--- src/rtl/grid_access_ctl.sv ---
// rtl/grid_access_ctl.sv - read-modify-write sequencer/arbiter for the playboard grid RAM write port
// Optional build macro GRID_ACCESS_CTL_RR_EN: round-robin between shot and place requesters.
module grid_access_ctl #(
    parameter int ADDR_W = 8,
    parameter int CNT_W  = 9
) (
    input  logic              clk,
    input  logic              rst_n,
    input  logic              place_req,
    input  logic [ADDR_W-1:0] place_addr,
    input  logic [1:0]        place_data,
    output logic              place_ack,
    output logic              place_err,
    input  logic              shot_req,
    input  logic [ADDR_W-1:0] shot_addr,
    output logic              shot_ack,
    output logic              shot_hit,
    output logic              shot_rep,
    input  logic              clear_req,
    output logic              clear_done,
    output logic              busy,
    output logic [ADDR_W-1:0] mem_addr,
    output logic              mem_we,
    output logic [1:0]        mem_wdata,
    input  logic [1:0]        mem_rdata,
    output logic [CNT_W-1:0]  ship_cells,
    output logic              all_sunk
);

    localparam logic [1:0] GRID_STATUS_EMPTY  = 2'd0;
    localparam logic [1:0] GRID_STATUS_MYSHIP = 2'd1;
    localparam logic [1:0] GRID_STATUS_MISS   = 2'd2;
    localparam logic [1:0] GRID_STATUS_HIT    = 2'd3;

    typedef enum logic [2:0] {S_IDLE, S_RD, S_EVAL, S_WR, S_CLEAR} state_t;

    state_t     state, state_n;
    logic       clr_pend;
    logic       armed;
    logic       op_shot;
    logic [1:0] op_data;
    logic       grant_shot, grant_place;

    logic       ev_we, ev_err, ev_hit, ev_rep, ev_inc, ev_dec, ev_arm;
    logic [1:0] ev_wdata;

`ifdef GRID_ACCESS_CTL_RR_EN
    logic rr_ptr;

    always_comb begin
        grant_shot  = 1'b0;
        grant_place = 1'b0;
        if (shot_req && place_req) begin
            grant_shot  = !rr_ptr;
            grant_place = rr_ptr;
        end else begin
            grant_shot  = shot_req;
            grant_place = place_req;
        end
    end
`else
    always_comb begin
        grant_shot  = shot_req;
        grant_place = place_req && !shot_req;
    end
`endif

    always_ff @(posedge clk) begin
        if (!rst_n) state <= S_IDLE;
        else        state <= state_n;
    end

    always_comb begin
        state_n = state;
        case (state)
            S_IDLE: begin
                if (clr_pend)                   state_n = S_CLEAR;
                else if (shot_req || place_req) state_n = S_RD;
            end
            S_RD:    state_n = S_EVAL;
            S_EVAL:  state_n = S_WR;
            S_WR:    state_n = S_IDLE;
            S_CLEAR: if (mem_addr == '1) state_n = S_IDLE;
            default: state_n = S_IDLE;
        endcase
    end

    // Decide the write from the cell status returned for the latched address.
    always_comb begin
        ev_we    = 1'b0;
        ev_wdata = GRID_STATUS_EMPTY;
        ev_err   = 1'b0;
        ev_hit   = 1'b0;
        ev_rep   = 1'b0;
        ev_inc   = 1'b0;
        ev_dec   = 1'b0;
        ev_arm   = 1'b0;
        if (op_shot) begin
            case (mem_rdata)
                GRID_STATUS_MYSHIP: begin
                    ev_we = 1'b1; ev_wdata = GRID_STATUS_HIT; ev_hit = 1'b1; ev_dec = 1'b1;
                end
                GRID_STATUS_EMPTY: begin
                    ev_we = 1'b1; ev_wdata = GRID_STATUS_MISS;
                end
                default: ev_rep = 1'b1;
            endcase
        end else if (op_data == GRID_STATUS_MISS || op_data == GRID_STATUS_HIT ||
                     mem_rdata == GRID_STATUS_MISS || mem_rdata == GRID_STATUS_HIT) begin
            ev_err = 1'b1;
        end else if (op_data == GRID_STATUS_MYSHIP && mem_rdata == GRID_STATUS_EMPTY) begin
            ev_we = 1'b1; ev_wdata = GRID_STATUS_MYSHIP; ev_inc = 1'b1; ev_arm = 1'b1;
        end else if (op_data == GRID_STATUS_EMPTY && mem_rdata == GRID_STATUS_MYSHIP) begin
            ev_we = 1'b1; ev_wdata = GRID_STATUS_EMPTY; ev_dec = 1'b1;
        end
    end

    always_ff @(posedge clk) begin
        if (!rst_n) begin
            clr_pend   <= 1'b0;
            armed      <= 1'b0;
            op_shot    <= 1'b0;
            op_data    <= 2'd0;
            place_ack  <= 1'b0;
            place_err  <= 1'b0;
            shot_ack   <= 1'b0;
            shot_hit   <= 1'b0;
            shot_rep   <= 1'b0;
            clear_done <= 1'b0;
            mem_addr   <= '0;
            mem_we     <= 1'b0;
            mem_wdata  <= 2'd0;
            ship_cells <= '0;
`ifdef GRID_ACCESS_CTL_RR_EN
            rr_ptr     <= 1'b0;
`endif
        end else begin
            place_ack  <= 1'b0;
            place_err  <= 1'b0;
            shot_ack   <= 1'b0;
            shot_hit   <= 1'b0;
            shot_rep   <= 1'b0;
            clear_done <= 1'b0;
            mem_we     <= 1'b0;
            mem_wdata  <= 2'd0;
            if (clear_req) clr_pend <= 1'b1;
            case (state)
                S_IDLE: begin
                    if (clr_pend) begin
                        if (!clear_req) clr_pend <= 1'b0;
                        mem_addr   <= '0;
                        mem_we     <= 1'b1;
                        mem_wdata  <= GRID_STATUS_EMPTY;
                        ship_cells <= '0;
                        armed      <= 1'b0;
                    end else if (grant_shot || grant_place) begin
                        op_shot  <= grant_shot;
                        op_data  <= place_data;
                        mem_addr <= grant_shot ? shot_addr : place_addr;
`ifdef GRID_ACCESS_CTL_RR_EN
                        rr_ptr   <= !rr_ptr;
`endif
                    end
                end
                S_EVAL: begin
                    mem_we     <= ev_we;
                    mem_wdata  <= ev_wdata;
                    shot_ack   <= op_shot;
                    shot_hit   <= ev_hit;
                    shot_rep   <= ev_rep;
                    place_ack  <= !op_shot;
                    place_err  <= ev_err;
                    ship_cells <= ship_cells + {{(CNT_W-1){1'b0}}, ev_inc}
                                             - {{(CNT_W-1){1'b0}}, ev_dec};
                    if (ev_arm) armed <= 1'b1;
                end
                S_CLEAR: begin
                    if (mem_addr == '1) begin
                        clear_done <= 1'b1;
                    end else begin
                        mem_addr  <= mem_addr + 1'b1;
                        mem_we    <= 1'b1;
                        mem_wdata <= GRID_STATUS_EMPTY;
                    end
                end
                default: ;
            endcase
        end
    end

    assign busy     = (state != S_IDLE) || clr_pend;
    assign all_sunk = armed && (ship_cells == '0);

endmodule

--- config.mk ---
export PLATFORM = sky130hd
export DESIGN_NAME = grid_access_ctl
export DESIGN_NICKNAME = d
export VERILOG_FILES = /design/src/rtl/grid_access_ctl.sv
export SDC_FILE = /design/constraint.sdc
export NUM_CORES = 1
export LEC_CHECK = 0
export CORE_ASPECT_RATIO = 1.75
export CORE_MARGIN = 4
export CORE_UTILIZATION = 25
export CTS_BUF_LIST = sky130_fd_sc_hd__clkbuf_16
export DETAILED_ROUTE_END_ITERATION = 10
export HOLD_SLACK_MARGIN = 0.12
export PLACE_DENSITY = 0.57
export SETUP_SLACK_MARGIN = 0.3
export SYNTH_ARGS = -nofsm -noshare
export SYNTH_HDL_FRONTEND = slang
export SYNTH_SLANG_ARGS = --single-unit
--- constraint.sdc ---
create_clock -name clk -period 3.8 [get_ports clk]
set_input_delay 0.95 -clock clk [delete_from_list [all_inputs] [get_ports clk]]
set_output_delay 0.95 -clock clk [all_outputs]
set_load 0.05 [all_outputs]
# == After elaboration in Yosys (flattened, before gate mapping) ==
# Index checks and enable logic that the tools add are counted.
# Widths: inputs -> output; s select.
# word_totals
elab_cells,106
output_inout_bits,28
mem_count,0
reg_bits,34
input_bits,25
ram_bits,0
rom_bits,0
latchBits,0
# op_classes
n_bitwise,3
addsub,3
muxes,40
mul,0
eq_ne,16
n_lt_le_gt_ge,0
n_div,0
shifts,0
reduce_logical,29
# ops
cell,n
$mux 8,4
$mux 1,25
$pmux 9 s2,1
$pmux 8 s2,1
$pmux 3 s4,1
$reduce_and 3->1,4
$add 9x1->9,1
$logic_not 9->1,1
$mux 3,3
$mux 9,1
$sub 9x1->9,1
$add 8x1->8 const B,1
$eq 2x2->1 const B,4
$eq 8x8->1 const B,1
$ne 2x2->1 const B,4
$reduce_and 2->1,4
$logic_or 1x1->1,6
$ne 3x3->1 const B,2
$eq 2x1->1 const B,2
$logic_and 1x1->1,4
$logic_not 2->1,2
$pmux 2 s2,1
$reduce_bool 2->1,2
$eq 3x1->1 const B,1
11 further kinds,14

# == Longest topological paths before layout ==
# Gate-level depths: netlist of the first run.
# depth
word_depth,9
mapped_depth,13
depth_no_buf,12

# == Least setup slack after synthesis of the first run ==
# OpenSTA, ideal clock, no wires.
# synth_timing
path_type,reg2out
from,register ship_cells[4]
to,output port all_sunk
slack_ps,370
required_time_ps,2850
n_path_buf,0
t_arrival_ps,2480
stages_incl_launch_ff,5
path_cell_list,dfxtp_1 > inv_1 > ha_1 > nand4_1 > nor4b_1
# synth_between
elab_chain_cells,2
# synth_rtl
item,line,text
start: declaration,26,"output logic [CNT_W-1:0] ship_cells,"
start signal: assignment,173,"ship_cells <= ship_cells + {{(CNT_W-1){1'b0}}, ev_inc}"
$logic_not 9->1,192,assign all_sunk = armed && (ship_cells == '0);
$logic_and 1x1->1,192,
end: declaration,27,output logic all_sunk
# No other way between the ends.

# == Worst setup path in the final report of the first run ==
# layout_timing
from,input port mem_rdata[1]
to,register ship_cells[8]
# layout_between
elab_chain_cells,8
elab_cells_between_ends,19
cone_classes,2 x add/sub; 3 x eq/ne; 9 x mux; 5 x reduce/logical
# layout_rtl
item,line,text
start: declaration,25,"input logic [1:0] mem_rdata,"
"$logic_not 2->1, or another cell as far along",111,end else if (op_data == GRID_STATUS_MYSHIP && mem_rdata == GRID_STATUS_EMPTY) begin
"$logic_and 1x1->1, or another cell as far along",111,
"$mux 1, or another cell as far along",111,
$mux 1 (on tied branches),"108, 111",
$mux 1 (on tied branches),"98, 108",
$add 9x1->9 or $mux 1 (tied branches),"173, 98",
$sub 9x1->9 (*),174,"- {{(CNT_W-1){1'b0}}, ev_dec};"
$pmux 9 s2 (*),147,case (state)
# Mark *: on every way between the ends. The rest lies on a longest branch, timed or not.
# A chain may end at the register's enable or synchronous reset.

==> flow_summary_export.csv, run 1 <==
group,metric,value,unit
global_route,track_usage,0.122,
yosys,yosysTopAreaCell,"dfxtp_1",
sta,fin_crit_sh,0.866,
placed_design,dp_slack,102,ps
final_layout,layout.cells.non_filler,368,
global_route,antenna_found_initial,0,
yosys,mappedNetlistArea,1970,um^2
status,status,"finished clean",
cts,cts_root_buf,"clkbuf_16",
sta,finalWorstSetupSlack,509,ps
cts,clock-sinks,34,
sta,fin_skew,7.42,ps
yosys,ys_seq_area_frac,0.345,
global_route,grt-ovfl-total,0,
detailed_routing,drtIter0Drc,68,
detailed_routing,drc,0,
sta,fin_hold_ws,492,ps
sta,fmax,304,MHz
detailed_routing,firstDrtPassIters,4,
final_layout,finalInstanceArea,2730,um^2
yosys,ys_ff_latch,34,
yosys,ys_types,45,
hold_path,hp-class,"reg2reg",
power,powerDensity,535,nW/um^2
global_route,grt_max_degree,21,
final_layout,syn2layout_area_growth,38.4,%
placed_design,place_congestion,0.820,
yosys,synth_top_cell_area_share,0.345,
sta,rsz0062_at_grt,"yes",
yosys,yosys_most_used_dff,"dfxtp_1",
yosys,synth_area_leaders,"dfxtp_1 34%, ha_1 8.2%, mux2i_1 5.1%, nand2_1 3.8%, a21oi_1 3.5%",
placed_design,dpl_cell_area,2580,um^2
final_layout,nets,318,
sta,slew_viol_final,0,
floorplanning,die_h,126,um
hold_path,hold_start,"armed$_SDFFE_PN0P_",
placed_design,placed_cells,360,
sta,final-setup-viol-count,0,
detailed_routing,vias_per_cell,4.89,
setup_path,critPathSlowestCell,"clkdlybuf4s50_1",
sta,final_hold_viol_count,0,
yosys,avgSynthCellArea,8.70,um^2
final_layout,fillCellCount,778,
global_route,grt_pass1_wl,8.93,mm
cts,cts_tree,"yes",
setup_path,path_cells,"clkdlybuf4s50_1, nor4_2, nand2_1, ha_1, inv_1, ha_1, fa_1, a21oi_2, nor3b_1, o21ai_1, xnor2_1, a21oi_1, o22ai_1",
final_layout,diodes,0,
detailed_routing,wirelength,5.31,mm
setup_path,cp_max_fo,4,
flow_run,maxCapViolCount,0,
power,ir_drop,0.201,mV
detailed_routing,wire_per_inst,14.4,um
cts,cts_buffers,5,
detailed_routing,drt.antenna.violating_nets,0,
cts,h-tree-depth,2,
sta,worst_pin_slew,670,ps
final_layout,utilization,0.359,
setup_path,cp-start-kind,"input pin",
yosys,synth-edff-count,0,
sta,slew_headroom,0.548,
cts,clk_pin_slew_worst_paths,60,ps
sta,fin_setup_tns,0,ps
floorplanning,die-area,9440,um^2
setup_path,worst-r2r-setup-slack,1230,ps
yosys,synthCells,227,
yosys,ys_warn_count,0,
power,p_leak,1.04,nW
final_layout,drive_gt1_frac,0.0750,
yosys,synth_nets,266,
global_route,grt_pass1_vias,1913,
setup_path,worstRegToRegCells,12,
final_layout,mostFrequentLayoutCell,"clkdlybuf4s50_1",
hold_path,min_path_cells,1,
setup_path,arrival,3450,ps
detailed_routing,vias,1799,
setup_path,rr_startpoint,"op_shot$_SDFFE_PN0P_",
power,finalPower,1.46,mW
cts,holdBufCountCts,0,
setup_path,crit_path_end_kind,"register",
final_layout,final_cell_mix,"52 x clkdlybuf4s50_1, 34 x dfxtp_1, 20 x nand2_1",
setup_path,crit_type,"in2reg",
cts,cts_buffer_depth,2,
hold_path,hold-path-endpoint,"armed$_SDFFE_PN0P_",
floorplanning,row_count,42,
floorplanning,io_pins,53,
setup_path,cp.required,3960,ps
setup_path,cpPeakStageDelay,470,ps
cts,clock_latency,280,ps
placed_design,port_buffers,52,
yosys,async_reset_ff_frac,0,
floorplanning,fp.dieW,75.2,um
sta,fin_crit,3290,ps
setup_path,critPathMostFrequentCell,"ha_1",
floorplanning,start_util,0.259,
setup_path,r2r_end,"ship_cells[8]$_SDFFE_PN0P_",
placed_design,dpl.hpwl,4.26,mm
floorplanning,core-area,7620,um^2
==> layout make-up <==
class,count,area (um^2),area share
timing repair buffer,55,543,0.199
sequential,34,681,0.249
inverter,14,52.6,0.0192
tap,88,110,0.0403
clock buffer,5,125,0.0458
clock inverter,3,16.3,0.00595
multi-input combinational,169,1200,0.441
==> metal layers <==
| metal | wire [um] | vias to the layer above | global-route usage |
|---|---|---|---|
| met5 | 0 | - | 0 |
| met4 | 83 | 0 | 0.0566 |
| met3 | 216 | 8 | 0.0185 |
| met2 | 3120 | 39 | 0.230 |
| met1 | 1900 | 846 | 0.122 |
| li1 | - | 906 | - |
==> power breakdown <==
group          internal (mW)  switching, mW
combinational          0.248          0.352
sequential             0.405         0.0681
clock                  0.239          0.152
total                  0.891          0.572
==> flip-flops by register name (all words and copies together), names as in the netlist <==
signal	flops
clear_done	1
ship_cells	9
place_ack	1
clr_pend	1
op_shot	1
shot_hit	1
mem_wdata	2
mem_addr	8
mem_we	1
state	3
shot_ack	1
place_err	1
op_data	2
armed	1
shot_rep	1
==> cells in the mapped netlist, types with 4 or more instances <==
| library cell | count |
|---|---|
| dfxtp_1 | 34 |
| nand2_1 | 20 |
| a21oi_1 | 14 |
| inv_1 | 14 |
| ha_1 | 13 |
| o21ai_0 | 12 |
| mux2i_1 | 10 |
| nor2_1 | 10 |
| nor2b_1 | 10 |
| xnor2_1 | 8 |
| nand3_1 | 6 |
| o21bai_1 | 6 |
| a22oi_1 | 5 |
| clkbuf_1 | 5 |
| nor3_1 | 5 |
| and3_1 | 4 |
| buf_2 | 4 |
| o21a_1 | 4 |
==> worst max-delay path by stage <==
stage,start,end,slack (ps)
global placement,mem_rdata[1],ship_cells[8]$_SDFFE_PN0P_,170
global route,mem_rdata[1],ship_cells[8]$_SDFFE_PN0P_,270
floorplan,ship_cells[4]$_SDFFE_PN0P_,all_sunk,370
detailed placement,mem_rdata[1],ship_cells[8]$_SDFFE_PN0P_,100
CTS,mem_rdata[1],ship_cells[8]$_SDFFE_PN0P_,380
finish,mem_rdata[1],ship_cells[8]$_SDFFE_PN0P_,510
==> cell families after synthesis <==
logic type	share of synthesized area
DFF	0.345
xor gates and xnor gates	0.0488
and+or+nand+nor	0.205
AOI/OAI and AO/OA	0.207
adders and majority gates	0.0925
muxes	0.0507
buffers and inverters	0.0520
==> worst max-delay path: cells and delay by family <==
| kind | cells | cell delay (ps) |
|---|---|---|
| adders and majority gates | 3 | 900 |
| buffers and inverters | 2 | 510 |
| AOI/OAI and AO/OA | 4 | 560 |
| and+or+nand+nor | 3 | 420 |
| xor gates and xnor gates | 1 | 100 |
==> timing repair <==
action | in CTS | in global routing
buffers inserted | 0 | 0
gates resized for setup | 0 | 4
endpoints found under the setup margin | 0 | 4
No activity file was read; power rests on OpenSTA's default activity.
==> run 2, diff against run 1 <==
--- a/config.mk
+++ b/config.mk
@@ -10,6 +10,7 @@
 export CORE_UTILIZATION = 25
 export CTS_BUF_LIST = sky130_fd_sc_hd__clkbuf_16
 export DETAILED_ROUTE_END_ITERATION = 10
+export GPL_ROUTABILITY_DRIVEN = 0
 export HOLD_SLACK_MARGIN = 0.12
 export PLACE_DENSITY = 0.57
 export SETUP_SLACK_MARGIN = 0.3
==> results of run 2 <==
Final layout, timing and power as in run 1 (identical DEF).
==> run 3, diff against run 2 <==
--- a/config.mk
+++ b/config.mk
@@ -5,10 +5,12 @@
 export SDC_FILE = /design/constraint.sdc
 export NUM_CORES = 1
 export LEC_CHECK = 0
+export CAP_MARGIN = 15
 export CORE_ASPECT_RATIO = 1.75
 export CORE_MARGIN = 4
 export CORE_UTILIZATION = 25
 export CTS_BUF_LIST = sky130_fd_sc_hd__clkbuf_16
+export CTS_CLUSTER_DIAMETER = 40
 export DETAILED_ROUTE_END_ITERATION = 10
 export GPL_ROUTABILITY_DRIVEN = 0
 export HOLD_SLACK_MARGIN = 0.12
==> results of run 3 <==
Final layout, timing and power as in run 1 (identical DEF).
